===== config.mk =====
export PLATFORM = sky130hd
export DESIGN_NAME = ep0_control_sequencer
export DESIGN_NICKNAME = d
export VERILOG_FILES = /design/src/rtl/ep0_control_sequencer_pkg.sv /design/src/rtl/ep0_len_calc.sv /design/src/rtl/ep0_control_sequencer.sv
export SDC_FILE = /design/constraint.sdc
export NUM_CORES = 1
export LEC_CHECK = 0
export BUFFER_PORTS_ARGS = -buffer_cell sky130_fd_sc_hd__buf_2
export CORE_MARGIN = 2
export CORE_UTILIZATION = 64
export CTS_BUF_LIST = sky130_fd_sc_hd__clkbuf_8 sky130_fd_sc_hd__clkbuf_16
export CTS_CLUSTER_SIZE = 30
export DETAILED_ROUTE_END_ITERATION = 10
export HOLD_SLACK_MARGIN = 0.1
export PLACE_DENSITY = 0.84
export SETUP_SLACK_MARGIN = 0.3
export SLEW_MARGIN = 20
export SYNTH_ARGS = -nofsm -noshare
export SYNTH_HDL_FRONTEND = slang
export SYNTH_SLANG_ARGS = --single-unit

===== constraint.sdc =====
create_clock -name clk -period 6.7 [get_ports clk]
set_input_delay 0.67 -clock clk [delete_from_list [all_inputs] [get_ports clk]]
set_output_delay 0.67 -clock clk [all_outputs]
set_load 0.02 [all_outputs]

===== src/rtl/ep0_control_sequencer_pkg.sv =====
// Shared types for the EP0 control-transfer sequencer: token/handshake PIDs,
// control states, setup-packet enums and a saturating byte-count helper.
package ep0_control_sequencer_pkg;

   typedef enum logic [1:0] {
      TOK_SETUP = 2'd0,
      TOK_IN    = 2'd1,
      TOK_OUT   = 2'd2
   } TokenPid;

   typedef enum logic [1:0] {
      HS_ACK   = 2'd0,
      HS_NAK   = 2'd1,
      HS_STALL = 2'd2
   } HsPid;

   typedef enum logic [2:0] {
      IDLE       = 3'd0,
      SETUP_RX   = 3'd1,
      SETUP_CHK  = 3'd2,
      DATA_IN    = 3'd3,
      DATA_OUT   = 3'd4,
      STATUS_IN  = 3'd5,
      STATUS_OUT = 3'd6,
      STALLED    = 3'd7
   } Ep0State;

   typedef enum logic {
      DIR_OUT = 1'b0,
      DIR_IN  = 1'b1
   } SetupDir;

   typedef enum logic {
      DATA0 = 1'b0,
      DATA1 = 1'b1
   } DataPid;

   localparam logic [6:0] SETUP_PKT_LEN = 7'd8;
   localparam logic [6:0] BYTE_CNT_MAX  = 7'd127;

   function automatic logic [15:0] satSub16(input logic [15:0] a, input logic [6:0] b);
      return (a > {9'd0, b}) ? (a - {9'd0, b}) : 16'd0;
   endfunction

endpackage


===== src/rtl/ep0_len_calc.sv =====
// Next IN packet length for EP0: min(bytesLeft, MAX_PKT), plus a flag telling
// whether that packet is short (and therefore ends the data stage).
module ep0_len_calc #(
   parameter int MAX_PKT = 8
) (
   input  logic [15:0] bytesLeft,
   output logic [6:0]  pktLen,
   output logic        isShort
);

   localparam logic [15:0] MaxPkt16 = 16'(MAX_PKT);

   always_comb begin
      isShort = (bytesLeft < MaxPkt16);
      pktLen  = isShort ? bytesLeft[6:0] : MaxPkt16[6:0];
   end

endmodule


===== src/rtl/ep0_control_sequencer.sv =====
// EP0 control-transfer sequencer: SETUP capture, data stage with toggle and
// remaining-length tracking, status stage and protocol STALL.
//
// state      | meaning
// IDLE       | no transfer; IN/OUT tokens get STALL
// SETUP_RX   | receiving the 8-byte SETUP data packet
// SETUP_CHK  | SETUP accepted: ACK now, req_valid next cycle
// DATA_IN    | device-to-host data stage
// DATA_OUT   | host-to-device data stage
// STATUS_IN  | waiting to send the DATA1 zero-length status packet
// STATUS_OUT | waiting for the host's DATA1 zero-length status packet
// STALLED    | request refused; IN/OUT answered with STALL until next SETUP
module ep0_control_sequencer
   import ep0_control_sequencer_pkg::*;
#(
   parameter int MAX_PKT = 8
) (
   input  logic        clk,
   input  logic        reset,
   input  logic        token_valid,
   input  logic [1:0]  token_pid,
   input  logic        rx_byte_valid,
   input  logic        rx_done,
   input  logic        rx_crc_ok,
   input  logic        rx_data_pid,
   input  logic        dir_in,
   input  logic [15:0] wLength,
   input  logic        app_ready,
   input  logic        app_stall,
   input  logic        tx_done,
   output logic        setup_en,
   output logic        setup_clear,
   output logic        req_valid,
   output logic        hs_send,
   output logic [1:0]  hs_pid,
   output logic        tx_start,
   output logic        tx_data_pid,
   output logic [6:0]  tx_len,
   output logic [2:0]  ctrl_state
);

   localparam logic [6:0] MaxPkt7 = 7'(MAX_PKT);

   Ep0State     state, stateNxt;
   HsPid        hsPid, hsPidNxt;
   logic        toggle, toggleNxt;
   logic [15:0] bytesLeft, bytesLeftNxt;
   logic [6:0]  byteCnt, byteCntNxt;
   logic [6:0]  txLen, txLenNxt;
   logic        txShort, txShortNxt;
   logic        txDataPid, txDataPidNxt;
   logic        hsSend, hsSendNxt;
   logic        setupClear, setupClearNxt;
   logic        reqValid, reqValidNxt;
   logic        txStart, txStartNxt;
   logic        statusInTok;

   logic        tokSetup, tokIn, tokOut, inXfer;
   logic [7:0]  rxSum;
   logic [6:0]  rxLen;
   logic [6:0]  inPktLen;
   logic        inShort;
   logic [15:0] leftAfterTx, leftAfterRx;

   ep0_len_calc #(.MAX_PKT(MAX_PKT)) lenCalc (
      .bytesLeft (bytesLeft),
      .pktLen    (inPktLen),
      .isShort   (inShort)
   );

   assign tokSetup = token_valid && (token_pid == TOK_SETUP);
   assign tokIn    = token_valid && (token_pid == TOK_IN);
   assign tokOut   = token_valid && (token_pid == TOK_OUT);
   assign inXfer   = (state == DATA_IN) || (state == DATA_OUT) ||
                     (state == STATUS_IN) || (state == STATUS_OUT);

   // Packet length includes a byte strobed in the same cycle as rx_done.
   assign rxSum       = {1'b0, byteCnt} + {7'd0, rx_byte_valid};
   assign rxLen       = rxSum[7] ? BYTE_CNT_MAX : rxSum[6:0];
   assign leftAfterTx = satSub16(bytesLeft, txLen);
   assign leftAfterRx = satSub16(bytesLeft, rxLen);

   always_comb begin
      stateNxt      = state;
      hsPidNxt      = hsPid;
      toggleNxt     = toggle;
      bytesLeftNxt  = bytesLeft;
      byteCntNxt    = (token_valid || rx_done) ? 7'd0 : rxLen;
      txLenNxt      = txLen;
      txShortNxt    = txShort;
      txDataPidNxt  = txDataPid;
      hsSendNxt     = 1'b0;
      setupClearNxt = 1'b0;
      reqValidNxt   = 1'b0;
      txStartNxt    = 1'b0;
      statusInTok   = 1'b0;

      if (tokSetup) begin
         setupClearNxt = 1'b1;
         stateNxt      = SETUP_RX;
         toggleNxt     = 1'b0;
         bytesLeftNxt  = 16'd0;
      end else if (inXfer && app_stall) begin
         stateNxt = STALLED;
         if (tokIn || tokOut) begin
            hsSendNxt = 1'b1;
            hsPidNxt  = HS_STALL;
         end
      end else begin
         case (state)
            IDLE, STALLED: begin
               if (tokIn || tokOut) begin
                  hsSendNxt = 1'b1;
                  hsPidNxt  = HS_STALL;
               end
            end
            SETUP_RX: begin
               if (rx_done) begin
                  if (rx_crc_ok && (rx_data_pid == DATA0) && (rxLen == SETUP_PKT_LEN)) begin
                     stateNxt  = SETUP_CHK;
                     hsSendNxt = 1'b1;
                     hsPidNxt  = HS_ACK;
                  end else begin
                     stateNxt = IDLE;
                  end
               end
            end
            SETUP_CHK: begin
               reqValidNxt  = 1'b1;
               toggleNxt    = 1'b1;
               bytesLeftNxt = wLength;
               if (wLength == 16'd0) begin
                  stateNxt = STATUS_IN;
               end else if (dir_in == DIR_IN) begin
                  stateNxt = DATA_IN;
               end else begin
                  stateNxt = DATA_OUT;
               end
            end
            DATA_IN: begin
               if (tokIn) begin
                  if (app_ready) begin
                     txStartNxt   = 1'b1;
                     txLenNxt     = inPktLen;
                     txShortNxt   = inShort;
                     txDataPidNxt = toggle;
                  end else begin
                     hsSendNxt = 1'b1;
                     hsPidNxt  = HS_NAK;
                  end
               end else if (tokOut) begin
                  stateNxt = STATUS_OUT;
               end else if (tx_done) begin
                  toggleNxt    = ~toggle;
                  bytesLeftNxt = leftAfterTx;
                  if ((leftAfterTx == 16'd0) || txShort) begin
                     stateNxt = STATUS_OUT;
                  end
               end
            end
            DATA_OUT: begin
               if (tokIn) begin
                  stateNxt    = STATUS_IN;
                  statusInTok = 1'b1;
               end else if (rx_done && rx_crc_ok) begin
                  hsSendNxt = 1'b1;
                  hsPidNxt  = HS_ACK;
                  // A PID mismatch is a retransmission: ACK it but count nothing.
                  if (rx_data_pid == toggle) begin
                     toggleNxt    = ~toggle;
                     bytesLeftNxt = leftAfterRx;
                     if ((leftAfterRx == 16'd0) || (rxLen < MaxPkt7)) begin
                        stateNxt = STATUS_IN;
                     end
                  end
               end
            end
            STATUS_IN: begin
               if (tokIn) begin
                  statusInTok = 1'b1;
               end else if (tx_done) begin
                  stateNxt = IDLE;
               end
            end
            STATUS_OUT: begin
               if (rx_done && rx_crc_ok && (rx_data_pid == DATA1) && (rxLen == 7'd0)) begin
                  hsSendNxt = 1'b1;
                  hsPidNxt  = HS_ACK;
                  stateNxt  = IDLE;
               end
            end
            default: stateNxt = IDLE;
         endcase

         if (statusInTok) begin
            if (app_ready) begin
               txStartNxt   = 1'b1;
               txLenNxt     = 7'd0;
               txShortNxt   = 1'b1;
               txDataPidNxt = DATA1;
            end else begin
               hsSendNxt = 1'b1;
               hsPidNxt  = HS_NAK;
            end
         end
      end
   end

   always_ff @(posedge clk) begin
      if (reset) begin
         state      <= IDLE;
         hsPid      <= HS_ACK;
         toggle     <= 1'b0;
         bytesLeft  <= 16'd0;
         byteCnt    <= 7'd0;
         txLen      <= 7'd0;
         txShort    <= 1'b0;
         txDataPid  <= 1'b0;
         hsSend     <= 1'b0;
         setupClear <= 1'b0;
         reqValid   <= 1'b0;
         txStart    <= 1'b0;
      end else begin
         state      <= stateNxt;
         hsPid      <= hsPidNxt;
         toggle     <= toggleNxt;
         bytesLeft  <= bytesLeftNxt;
         byteCnt    <= byteCntNxt;
         txLen      <= txLenNxt;
         txShort    <= txShortNxt;
         txDataPid  <= txDataPidNxt;
         hsSend     <= hsSendNxt;
         setupClear <= setupClearNxt;
         reqValid   <= reqValidNxt;
         txStart    <= txStartNxt;
      end
   end

   assign setup_en    = (state == SETUP_RX);
   assign setup_clear = setupClear;
   assign req_valid   = reqValid;
   assign hs_send     = hsSend;
   assign hs_pid      = hsPid;
   assign tx_start    = txStart;
   assign tx_data_pid = txDataPid;
   assign tx_len      = txLen;
   assign ctrl_state  = state;

endmodule


Word-level counts from Yosys, hierarchy flattened
Cells that the tools add are included.
Cells by class
  reductions and logical operators: 34
  equality and inequality tests: 37
  bitwise gates (word level): 4
  multiplexer cells: 86
  add/sub/neg operators: 3
  magnitude comparators: 4
Operator list (count)
  $mux 16: 8
  $mux 7: 7
  $logic_not 16->1: 3
  $pmux 16 s3: 1
  $mux 3: 15
  $mux 1: 39
  $gt 16x7->1: 2
  $sub 16x7->16: 2
  $mux 2: 12
  $ne 4x2->1 const B: 6
  $reduce_and 11->1: 2
  $ne 5x3->1 const B: 4
  $pmux 3 s6: 1
  $lt 16x4->1 const B: 1
  $ne 4x3->1 const B: 4
  $eq 3x3->1 const B: 4
  $ne 3x2->1 const B: 4
  $pmux 2 s5: 1
  $logic_and 1x1->1: 9
  $add 7x1->8: 1
  $ne 2x2->1 const B: 4
  $reduce_and 8->1: 1
  $reduce_bool 8->1: 1
  $reduce_or 2->1: 4
  21 further kinds: 32
Word-level totals
  register bits: 42
  word-level logic and storage cells: 181

Depth between registers and ports, before layout
  depth after elaboration: 13
  gate-level depth with buffers: 17

By module
From an unflattened synthesis, not the netlist that was laid out.
Unflattened totals
  cell total of the unflattened synthesis: 552
  area, all modules: 3892.5 um^2
Modules (own cells, without submodules)
  ep0_control_sequencer: sequential area each 840.8 um^2, times used 1, area an instance 3772.4 um^2, cells each 536
  ep0_len_calc: sequential area each 0.0 um^2, times used 1, area an instance 120.1 um^2, cells each 16

Worst setup path after synthesis
Ideal clock, no wire load.
  path kind: in2reg
  from: in rx_byte_valid
  to: reg state[2], in the netlist ctrl_state[2]
  slack: 2.396 ns
  setup time: 0.133 ns
  stages on the path: 17
  arrival: 4.171 ns
  cells stage by stage: ha_1 and4_1 nand2_1 nor2_1 or2_2 ha_1 inv_1 fa_1 a21o_1 a211oi_1 o221ai_2 or4b_1 a211oi_1 o2111ai_1 and3_1 nor2_1 a211oi_2
Between the ends
  cells in the longest elaborated chain, start to end: 8
Ends and longest elaborated chain
  from (decl): RTL line ep0_control_sequencer.sv:22  | input logic rx_byte_valid,
  $add 7x1->8 *: RTL line ep0_control_sequencer.sv:78  | assign rxSum = {1'b0, byteCnt} + {7'd0, rx_byte_valid};
  $mux 7 *: RTL line ep0_control_sequencer.sv:79  | assign rxLen = rxSum[7] ? BYTE_CNT_MAX : rxSum[6:0];
  named net rxLen[0]: RTL line ep0_control_sequencer.sv:60  | logic [6:0] rxLen;
  $sub 16x7->16 or $gt 16x7->1 (tied branches): RTL line ep0_control_sequencer_pkg.sv:42  | return (a > {9'd0, b}) ? (a - {9'd0, b}) : 16'd0;
  $mux 16: RTL line ep0_control_sequencer_pkg.sv:42
  $logic_not 16->1: RTL line ep0_control_sequencer.sv:172  | if ((leftAfterRx == 16'd0) || (rxLen < MaxPkt7)) begin
  $logic_or 1x1->1: RTL line ep0_control_sequencer.sv:172
  $ne 4x2->1 (no line)
  $reduce_and 11->1 (no line) *
  to (signal assigned): RTL line ep0_control_sequencer.sv:224  | state <= stateNxt;
  to (decl): RTL line ep0_control_sequencer.sv:44  | Ep0State state, stateNxt;
Mark *: on every way through the listed nets, which the timed path passes. The rest lies on a longest branch.
A chain may end at the register's enable or synchronous reset.

Final worst setup path
Ends and elaborated chain as after synthesis.

==> metrics.md <==
| Metric | Value |
|---|---|
| Vias | 4,200 |
| Total chip power | around 1.4 mW |
| Clk root buf | clkbuf_8 |
| Setup violators final | 0 |
| Dominant cell type by area after synthesis | dfxtp_1 |
| Vert. Die Dim | about 80 um |
| Synthesized cell area | 3660 sq um |
| Run status | finished, final reports clean |
| Drt wl/cell | between 15 and 20 um |
| Post-route ant nets | 0 |
| Crit start category | input pin |
| Worst min path class | flip-flop to flip-flop |
| Worst Slack Setup Final | 2.11 ns |
| Initial drt markers | 639 |
| CP endpoint kind | flip-flop |
| Congestion Overflow GR | 0 |
| Slew Limit Fails | 0 |
| Initial antenna violation count | 0 |
| Unrepaired setup endpoints after global routing | false |
| Area growth, synth to finish | 9.68% |
| Static leakage | roughly 1.6 nW |
| Die area | between 6000 and 7000 sq um |
| Drt total wl | between 10,000 and 15,000 um |
| Most numerous cell in the Yosys netlist | nor2_1 |
| CTS sink cnt | 42 |
| WP data required | 6.88 ns |
| Placed cell count | a little over 600 |
| Synthesis Warnings | 0 |
| Final Hold Vio Count | 0 |
| Drt first pass iters | 6 |
| Cells after synthesis | 515 |
| Worst slack at placement | around 1.8 ns |
| Core Rows | 27 |
| First-pass GRT wire length | between 15,000 and 20,000 um |
| Critical path type | input pin to flip-flop |
| H-tree level count | 2 |
| CTS Buf Count | 5 |
| Period minus WS final | between 4 and 5 ns |
| CP startpoint | rx_byte_valid |
| Overall routing resource usage | a little over a third |
| Power Density | around 340 nW/um^2 |
| Seq/Total Area, Yosys | between 20% and 30% |
| Starting Density | ~66% |
| Post-DP HPWL | ~8600 um |
| Post-synth top cells | 65 x nor2_1, 49 x a21oi_1, 49 x nand2_1 |
| Port Buffers | 46 |
| Vias in the first global route | between 3k and 4k |
| Ys flop type | dfxtp_1 |
| Util after Layout | ~73% |
| Largest net degree at the start of global routing | 24 |
| Synthesis-stage register bit count | 42 |
| CTS Hold Bufs | 0 |
| Final non-filler cell total | about 620 |
| Final instance area | around 4000 sq um |
| Unique masters post-synth | 61 |
| Post-synth EDFFs | 0 |
| Ranking of synthesized cells by area | dfxtp_1 23%, a21oi_1 6.7%, nor2_1 6.7% |
| Flop2flop setup slack | about 2.2 ns |
| Clock skew | ~0.013 ns |
| Clock-pin slew on the worst setup and hold paths | about 0.09 ns |
| Setup Fix Bufs, Post-CTS | 0 |
| Share of the synthesized area in the top cell type | a little under a quarter |
| Peak supply drop | 0.000241 V |
| Drc violations | 0 |
| Setup TNS | 0 ns |
| Cts repair resizes | 0 |
| F_max | around 220 MHz |
| Die Width | 79.6 um |
| Share of cells above drive strength 1 | 12.6% |
| Final Cycle Share | roughly 70% |
| CP max FO | 10 |
| Worst slew pin tran | approximately 0.74 ns |
| Async set-or-reset flop fraction in the synthesized netlist | 0% |
| Hold slack | ~0.47 ns |
| Area post-placement | between 3000 and 4000 sq um |
| Ant. Diodes | 0 |
| Synth Area per Inst | approximately 7.1 sq um |
| GPL Wtd Cong | about 0.99 |
| Mapped Nets | about 560 |
| Worst skew pair latency | 0.31 ns |
| Floorplan core area | roughly 5500 sq um |
| Num ports | 47 |
| CTS tree | done |
| NumNets Final | approximately 600 |
| Clock tree buffer depth | 2 |
| Max Cap Viol | 0 |
| Number of vias per cell | 6.79 |
| Slew HR | 50.2% |
| CP arrival | 4.77 ns |
| Reg-to-reg startpoint | byteCnt[0] |
worst max-delay path, cell delays in order:
cell       delay (ns)
buf_2            0.08
ha_1             0.24
and4_1           0.31
nand2_1          0.14
nor2_1           0.25
or2_2            0.17
ha_1             0.17
inv_1            0.06
fa_1             0.41
a21o_1           0.22
a211oi_1         0.27
o221ai_2         0.26
or4b_1           0.56
a211oi_1         0.25
o2111ai_1        0.23
and3_1           0.27
nor2_1           0.14
a211oi_2         0.07
cell type report:
cell class	instances	area, sq um
timing repair buffer	48	245
sequential	42	841
clock buffer	5	68.8
inverter	18	67.6
fill	464	1490
tap	72	90.1
multi-input combinational	431	2660
clock inverter	3	40.0
cells by family (layout without fill, tap and decap cells):
| kind of cell | after synthesis | count (layout) | synth area share [%] |
|---|---|---|---|
| simple gates | 219 | 219 | 29.3 |
| mux | 7 | 7 | 1.95 |
| buf+inv | 42 | 74 | 4.38 |
| compound gates | 160 | 160 | 28.3 |
| fa+ha+maj | 20 | 20 | 7.11 |
| xor+xnor | 25 | 25 | 5.98 |
| flops | 42 | 42 | 23.0 |
cells in the final DEF (no fill, tap or decap), types with 11 or more instances in the layout:
cell,n
o21ai_0,34
a21oi_1,49
nor2_1,64
ha_1,16
a221oi_1,11
xor2_1,13
nor3_1,14
nand2_1,49
buf_2,46
xnor2_1,12
nand3_1,23
inv_1,17
dfxtp_1,42
final timing paths:
kind	end	cells past startpoint
worst max register to register	ctrl_state[2]	17
worst max-delay path	ctrl_state[2]	18
worst min-delay path	flip-flop	2
worst min register to register	flip-flop	2
per-layer routing:
layer | vias up | GRT usage (%) | wire (um)
li1 | 1958 | - | -
met1 | 1906 | 48.8 | 4640
met2 | 282 | 54.2 | 4820
met3 | 54 | 7.69 | 1270
met4 | 0 | 15.2 | 445
met5 | - | 0 | 0
power by group:
group / switching [mW] / internal [mW]
sequential: 0.0581 / 0.274
combinational: 0.512 / 0.319
clock: 0.0994 / 0.110
total: 0.670 / 0.703
No activity file was read; power rests on OpenSTA's default activity.
